`config.mk`:
```
export PLATFORM = sky130hd
export DESIGN_NAME = lcd_spi_tx
export DESIGN_NICKNAME = d
export VERILOG_FILES = /design/src/rtl/lcd_pkg.sv /design/src/rtl/lcd_spi_tx_half_tick.sv /design/src/rtl/lcd_spi_tx.sv
export SDC_FILE = /design/constraint.sdc
export NUM_CORES = 1
export LEC_CHECK = 0
export ABC_AREA = 1
export CELL_PAD_IN_SITES_DETAIL_PLACEMENT = 1
export CELL_PAD_IN_SITES_GLOBAL_PLACEMENT = 1
export CORE_MARGIN = 2
export CORE_UTILIZATION = 41
export CTS_BUF_LIST = sky130_fd_sc_hd__clkbuf_16
export DETAILED_ROUTE_END_ITERATION = 10
export PLACE_DENSITY = 0.91
export SLEW_MARGIN = 5
export SYNTH_ARGS = -nofsm -noshare
export SYNTH_HDL_FRONTEND = slang
export SYNTH_HIERARCHICAL = 1
export SYNTH_SLANG_ARGS = --single-unit
```
`constraint.sdc`:
```
create_clock -name clk -period 2.95 [get_ports clk]
set_input_delay 0.4425 -clock clk [delete_from_list [all_inputs] [get_ports clk]]
set_output_delay 0.4425 -clock clk [all_outputs]
set_load 0.1 [all_outputs]
```
`src/rtl/lcd_pkg.sv`:
```
// Shared definitions for the LCD link: transmitter state encoding, ST7789 command
// bytes and RGB565 colour constants used by the sequencer and the SPI transmitter.
package lcd_pkg;

  localparam logic [2:0] ST_IDLE  = 3'd0;
  localparam logic [2:0] ST_SETUP = 3'd1;
  localparam logic [2:0] ST_HIGH  = 3'd2;
  localparam logic [2:0] ST_LOW   = 3'd3;
  localparam logic [2:0] ST_WAIT  = 3'd4;
  localparam logic [2:0] ST_GAP   = 3'd5;

  localparam logic [7:0] SLPOUT        = 8'h11;
  localparam logic [7:0] DISPON        = 8'h29;
  localparam logic [7:0] COLMOD        = 8'h3A;
  localparam logic [7:0] COLMOD_RGB565 = 8'h55;
  localparam logic [7:0] RAMWR         = 8'h2C;

  localparam logic [15:0] RED   = 16'hF800;
  localparam logic [15:0] GREEN = 16'h07E0;
  localparam logic [15:0] BLUE  = 16'h001F;

endpackage

```
`src/rtl/lcd_spi_tx_half_tick.sv`:
```
// Half-period counter: counts 0..CLK_DIV-1 and flags the last cycle of each phase.
// tick_next predicts whether the coming cycle will be a tick cycle.
module spi_half_tick #(
  parameter int CLK_DIV = 4
) (
  input  logic clk,
  input  logic reset,
  input  logic restart,
  output logic tick,
  output logic tick_next
);

  localparam int CW = $clog2(CLK_DIV) + 1;
  localparam logic [CW-1:0] LAST = CW'(CLK_DIV - 1);

  logic [CW-1:0] cnt_q;
  logic [CW-1:0] cnt_d;

  assign tick = (cnt_q == LAST);

  // Every phase change coincides with a tick, so reloading on tick covers it.
  always_comb begin
    cnt_d = cnt_q + CW'(1);
    if (restart || tick) begin
      cnt_d = '0;
    end
  end

  assign tick_next = (cnt_d == LAST);

  always_ff @(posedge clk or negedge reset) begin
    if (!reset) begin
      cnt_q <= '0;
    end else begin
      cnt_q <= cnt_d;
    end
  end

endmodule

```
`src/rtl/lcd_spi_tx.sv`:
```
// Byte-level SPI mode-0 transmitter for the LCD link. Serialises one byte per
// handshake MSB-first and keeps cs low across bytes until the one marked last.
module lcd_spi_tx
  import lcd_pkg::*;
#(
  parameter int CLK_DIV = 4
) (
  input  logic       clk,
  input  logic       reset,
  input  logic       in_valid,
  output logic       in_ready,
  input  logic [7:0] in_data,
  input  logic       in_dc,
  input  logic       in_last,
  output logic       scl,
  output logic       sda,
  output logic       cs,
  output logic       dc,
  output logic       done,
  output logic       busy
);

  logic [2:0] state_q, state_d;
  logic [2:0] bit_q, bit_d;
  logic [7:0] shift_q, shift_d;
  logic       tail_q, tail_d;
  logic       last_q, last_d;
  logic       sda_q, sda_d;
  logic       dc_q, dc_d;
  logic       scl_q, scl_d;
  logic       cs_q, cs_d;
  logic       done_q, done_d;
  logic       restart;
  logic       tick;
  logic       tick_next;

  assign in_ready = (state_q == ST_IDLE) || (state_q == ST_WAIT);
  assign busy     = (state_q != ST_IDLE);
  assign restart  = in_ready;

  spi_half_tick #(.CLK_DIV(CLK_DIV)) u_half_tick (
    .clk       (clk),
    .reset     (reset),
    .restart   (restart),
    .tick      (tick),
    .tick_next (tick_next)
  );

  // tail marks the LOW phase after the 8th HIGH; sda shifts as scl falls.
  always_comb begin
    state_d = state_q;
    bit_d   = bit_q;
    shift_d = shift_q;
    tail_d  = tail_q;
    last_d  = last_q;
    sda_d   = sda_q;
    dc_d    = dc_q;
    case (state_q)
      ST_IDLE, ST_WAIT: begin
        if (in_valid) begin
          state_d = ST_SETUP;
          sda_d   = in_data[7];
          shift_d = {in_data[6:0], 1'b0};
          dc_d    = in_dc;
          last_d  = in_last;
          bit_d   = 3'd7;
          tail_d  = 1'b0;
        end
      end
      ST_SETUP: begin
        if (tick) state_d = ST_HIGH;
      end
      ST_HIGH: begin
        if (tick) begin
          state_d = ST_LOW;
          sda_d   = shift_q[7];
          shift_d = {shift_q[6:0], 1'b0};
          if (bit_q == 3'd0) begin
            tail_d = 1'b1;
          end else begin
            bit_d = bit_q - 3'd1;
          end
        end
      end
      ST_LOW: begin
        if (tick) begin
          if (!tail_q)     state_d = ST_HIGH;
          else if (last_q) state_d = ST_GAP;
          else             state_d = ST_WAIT;
        end
      end
      ST_GAP: begin
        if (tick) state_d = ST_IDLE;
      end
      default: state_d = ST_IDLE;
    endcase
  end

  // Pin values are derived from the next state so they line up with it.
  always_comb begin
    scl_d  = (state_d == ST_HIGH);
    cs_d   = !((state_d == ST_SETUP) || (state_d == ST_HIGH) ||
               (state_d == ST_LOW)   || (state_d == ST_WAIT));
    done_d = (state_d == ST_LOW) && tail_d && tick_next;
  end

  always_ff @(posedge clk or negedge reset) begin
    if (!reset) begin
      state_q <= ST_IDLE;
      bit_q   <= 3'd7;
      shift_q <= 8'h00;
      tail_q  <= 1'b0;
      last_q  <= 1'b0;
      sda_q   <= 1'b0;
      dc_q    <= 1'b0;
      scl_q   <= 1'b0;
      cs_q    <= 1'b1;
      done_q  <= 1'b0;
    end else begin
      state_q <= state_d;
      bit_q   <= bit_d;
      shift_q <= shift_d;
      tail_q  <= tail_d;
      last_q  <= last_d;
      sda_q   <= sda_d;
      dc_q    <= dc_d;
      scl_q   <= scl_d;
      cs_q    <= cs_d;
      done_q  <= done_d;
    end
  end

  assign scl  = scl_q;
  assign sda  = sda_q;
  assign cs   = cs_q;
  assign dc   = dc_q;
  assign done = done_q;

endmodule

```
* Yosys cells after proc, flatten, opt, wreduce, memory -nomap -nowiden
Index checks and enable logic that the tools add are counted.
** Storage, ports and cells
- Flip-flop bits (word level) :: 24
- Output and inout port bits :: 7
- Logic and storage cells :: 66
** Cells by class
- $add $sub $neg :: 2
- Equal/unequal tests :: 14
- Mux-type cells :: 23
- Reduce and logical (&&, ||, !) cells :: 16
** Operators with widths (number)
- $mux W3 :: 10
- $eq A3 B2 Y1 const B :: 6
- $mux W8 :: 2
- $pmux W8 S2 :: 1
- $pmux W3 S5 :: 1
- $eq A3 B3 Y1 const B :: 3
- $eq A3 B1 Y1 const B :: 2
- $logic_not A3 Y1 :: 2
- $mux W1 :: 6
- $pmux W3 S2 :: 1
- $logic_or A1 B1 Y1 :: 5
- $ne A2 B2 Y1 const B :: 2
- $pmux W1 S2 :: 2
- $reduce_and A4 Y1 :: 1
- $add A3 B1 Y3 const B :: 1
- $reduce_and A3 Y1 :: 1
- $reduce_bool A3 Y1 :: 1
- $sub A3 B1 Y3 const B :: 1
- $logic_and A1 B1 Y1 :: 2
- $ne A2 B1 Y1 const B :: 1
- $reduce_and A2 Y1 :: 1
- $reduce_bool A2 Y1 :: 1
- $reduce_or A2 Y1 :: 1
- $logic_not A1 Y1 :: 1

* Logic depth before layout (Yosys ltp)
- Depth after elaboration :: 9
- Gate-level depth with buffers :: 11
- Mapped depth without buffers :: 11

* Hierarchy
The synthesis kept the hierarchy.
** By module, submodules not included
- lcd_spi_tx :: instances 1, cells each 137, area each 1101.1 µm², seq. area each 505.5 µm²
- spi_half_tick :: instances 1, cells each 15, area each 142.6 µm², seq. area each 75.1 µm²

* Least setup slack after synthesis
OpenSTA, ideal clock, no wires.
- Path kind :: reg2out
- Start point :: reg state_q[0]
- End point :: out busy
- Data arrival time :: 2.250 ns
- Data required time :: 2.508 ns
- Setup slack :: 0.258 ns
- Cell stages (with the launch flop) :: 3
- Path through :: dfrtp_1 nor2_2 nand2_1
** Between the ends
- Word-level cells in the longest chain between the ends :: 1
** RTL lines
- start, declared :: line lcd_spi_tx.sv:23 : logic [2:0] state_q, state_d;
- start signal, assigned :: line lcd_spi_tx.sv:120 : state_q <= state_d;
- $reduce_bool A3 Y1 :: line lcd_spi_tx.sv:38 : assign busy = (state_q != ST_IDLE);
- end, declared :: line lcd_spi_tx.sv:20 : output logic busy
No other way between the ends.

* Worst setup path in the final report
- Start point :: reg u_half_tick.cnt_q[0]
- End point :: reg bit_q[2]
** Between the ends
- Word-level cells in the longest chain between the ends :: 3
** RTL lines
- start, declared :: line lcd_spi_tx_half_tick.sv:16 : logic [CW-1:0] cnt_q;
- start signal, assigned :: line lcd_spi_tx_half_tick.sv:35 : cnt_q <= cnt_d;
- $eq A3 B2 Y1 :: line lcd_spi_tx_half_tick.sv:19 : assign tick = (cnt_q == LAST);
- via tick :: line lcd_spi_tx.sv:34 : logic tick;
- $ne A2 B1 Y1 (no source line)
- $reduce_and A4 Y1 (no source line)
- end signal, assigned :: line lcd_spi_tx.sv:121 : bit_q <= bit_d;
- end, declared :: line lcd_spi_tx.sv:24 : logic [2:0] bit_q, bit_d;
The timed path passes the listed nets, and every way through them passes these cells.
A chain may end at the register's enable or synchronous reset.

==> metrics.csv <==
metric,value,unit
nets,192,
fin_setup_tns,0,ps
worst_pin_slew,993,ps
stdcell_count,205,
ys_seq_elements,23,
grt-ovfl-total,0,
post-synth-top-area-fraction,0.382,
track_usage,0.188,
powerDensity,1230,mW/mm^2
numPlacedInstances,201,
cts-resized-gates,0,
end_kind,flip-flop,
antenna_found_initial,0,
syn_area_per_cell,8.18,sq um
crit_fanout,14,
pre_cts_ws,934,ps
synth.area.top_cells,"dfrtp_1, nand2_1, dfstp_2",
core,0.00283,sq mm
io_buffers,19,
synth-edff-count,0,
maxCapViolCount,0,
fp.dieW,59.1,um
post_route_cells_drive_above_1_share,0.207,
startpoint_type,flip-flop,
wire_per_inst,13.9,um
firstDrtPassIters,3,
ys_warn_count,6,
via_per_inst,5.00,
period_needed,2000,ps
cts-root-buf,clkbuf_16,
crit_arrival,2190,ps
setup_ws,951,ps
drc,0,
status,completed,
drt_iter0_markers,36,
synth_top_flop_cell,dfrtp_1,
area_delta_synth_final,22.1,%
syn-num-nets,169,
ys_types,22,
path_class,reg2reg,
synth-async-reset-ratio,1.00,
num_vias,1026,
routed_wl,2.84,mm
yosysSeqAreaShare,0.467,
die_h,59.1,um
cp.required,3150,ps
power.total,1.87,mW
io_pins,20,
fillers,360,
clk_pin_slew,60,ps
grt_max_degree,22,
cts_hold_buf,0,
rsz0062_at_grt,no,
max_slew_margin,0.336,
gp_congestion,0.782,
period_share,0.678,
hold_violations,0,
antennaDiodeCount,0,
h-tree-depth,1,
clk_latency,250,ps
setup_viol,0,
worst_hold_slack,478,ps
syn-instance-count,152,
cts.sinks,23,
ant_nets,0,
syn_area,0.00124,sq mm
hold_class,reg2reg,
leakage,0.778,nW
synth_area_leader_cell,dfrtp_1,
initial_utilization,0.440,
finClkSkew,2.10,ps
dp_hpwl,2.29,mm
grt_pass1_wl,4.91,mm
dieArea,0.00349,sq mm
post_cts_buffers,0,
max_clock_freq,500,MHz
cts_buffers,3,
clockBufferDepth,2,
tritoncts,yes,
grt_pass1_vias,1102,
num_rows,19,
slew_violations,0,
vdd_drop_max,663,uV
report_power, final:
part           leakage (nW)  switching (mW)  internal [mW]
combinational         0.453           0.739          0.289
sequential            0.283          0.0774          0.469
clock                0.0423           0.111          0.181
total                 0.778           0.927          0.939
kinds of logic after synthesis:
kind of cell,share of synthesized area
AO/OA/AOI/OAI,0.125
XOR/XNOR,0.00704
adder cells (fa/ha/maj),0.0402
buffers and inverters,0.103
flip-flops,0.467
multiplexers,0.0181
AND/OR/NAND/NOR,0.240
layer usage:
metal	part of all wire	global-route usage	up-vias
met3	0.025	0.0262	2
li1	-	-	509
met1	0.41	0.212	500
met5	0	0	-
met2	0.56	0.363	15
met4	0.0056	0.0487	0
synthesized netlist by cell type (all sizes together), types with 2 or more instances:
cell type  count
a21oi          2
buf            2
dfrtp         19
dfstp          4
ha             4
inv           27
mux2           2
nand2         48
nand3          5
nor2          20
o211ai         6
o21ai         10
area by class of cell:
cell class / instances / area, sq um / area share
clock inverters: 1 / 3.75 / 0.00247
repair buffers: 20 / 180 / 0.119
well taps: 31 / 38.8 / 0.0255
clock buffers: 3 / 75.1 / 0.0494
multi-input cells: 99 / 536 / 0.353
inverters: 28 / 105 / 0.0692
flip-flops and latches: 23 / 581 / 0.382
registers in the layout (all words and copies together) (netlist names), 3 cells and up:
name and flops:
shift_q 7, u_half_tick/cnt_q 3, bit_q 3, state_q 3
metrics by stage:
stage | cell area (sq um) | utilization
after floorplan | 1240 | -
after detailed placement | 1440 | 0.509
final | 1520 | 0.537
after global routing | 1520 | 0.537
after global placement | 1440 | 0.509
after CTS | 1520 | 0.537
critical path, cell delays in order (launching register included):
cell,delay [ps]
dfrtp_1,380
ha_1,170
ha_1,260
nand2_1,110
clkinv_1,80
nand2_2,90
a21oi_4,420
inv_2,120
nor2_2,160
nand2_1,70
nand2_1,70
worst paths after layout:
| path | from | to | slack, ps | cells past startpoint |
|---|---|---|---|---|
| setup / recovery | u_half_tick/cnt_q[0] | bit_q[2] | 950 | 10 |
| hold / removal | u_half_tick/cnt_q[0] | u_half_tick/cnt_q[0] | 480 | 1 |
| setup reg to reg | u_half_tick/cnt_q[0] | bit_q[2] | 950 | 10 |
| hold reg to reg | u_half_tick/cnt_q[0] | u_half_tick/cnt_q[0] | 480 | 1 |
| max in group asynchronous | reset | bit_q[1] | 1500 | 2 |
| min in group asynchronous | reset | shift_q[5] | 730 | 1 |
cells in the final DEF (no fill, tap or decap):
cell | Yosys | layout
a21oi_2 | 1 | 1
a21oi_4 | 1 | 1
buf_4 | 0 | 8
clkbuf_16 | 0 | 3
clkdlybuf4s50_1 | 0 | 12
clkinv_1 | 1 | 1
dfrtp_1 | 19 | 19
dfstp_2 | 4 | 4
ha_1 | 4 | 4
inv_1 | 24 | 25
inv_2 | 3 | 3
mux2_2 | 2 | 2
nand2_1 | 47 | 47
nand2_2 | 1 | 1
nand3_1 | 5 | 5
nor2_1 | 16 | 16
nor2_2 | 4 | 4
o211ai_1 | 2 | 2
o211ai_2 | 4 | 4
o21ai_0 | 3 | 3
o21ai_1 | 3 | 3
o21ai_2 | 4 | 4
or2_2 | 1 | 1
xnor2_1 | 1 | 1
Power figures use the tool's default switching activity.
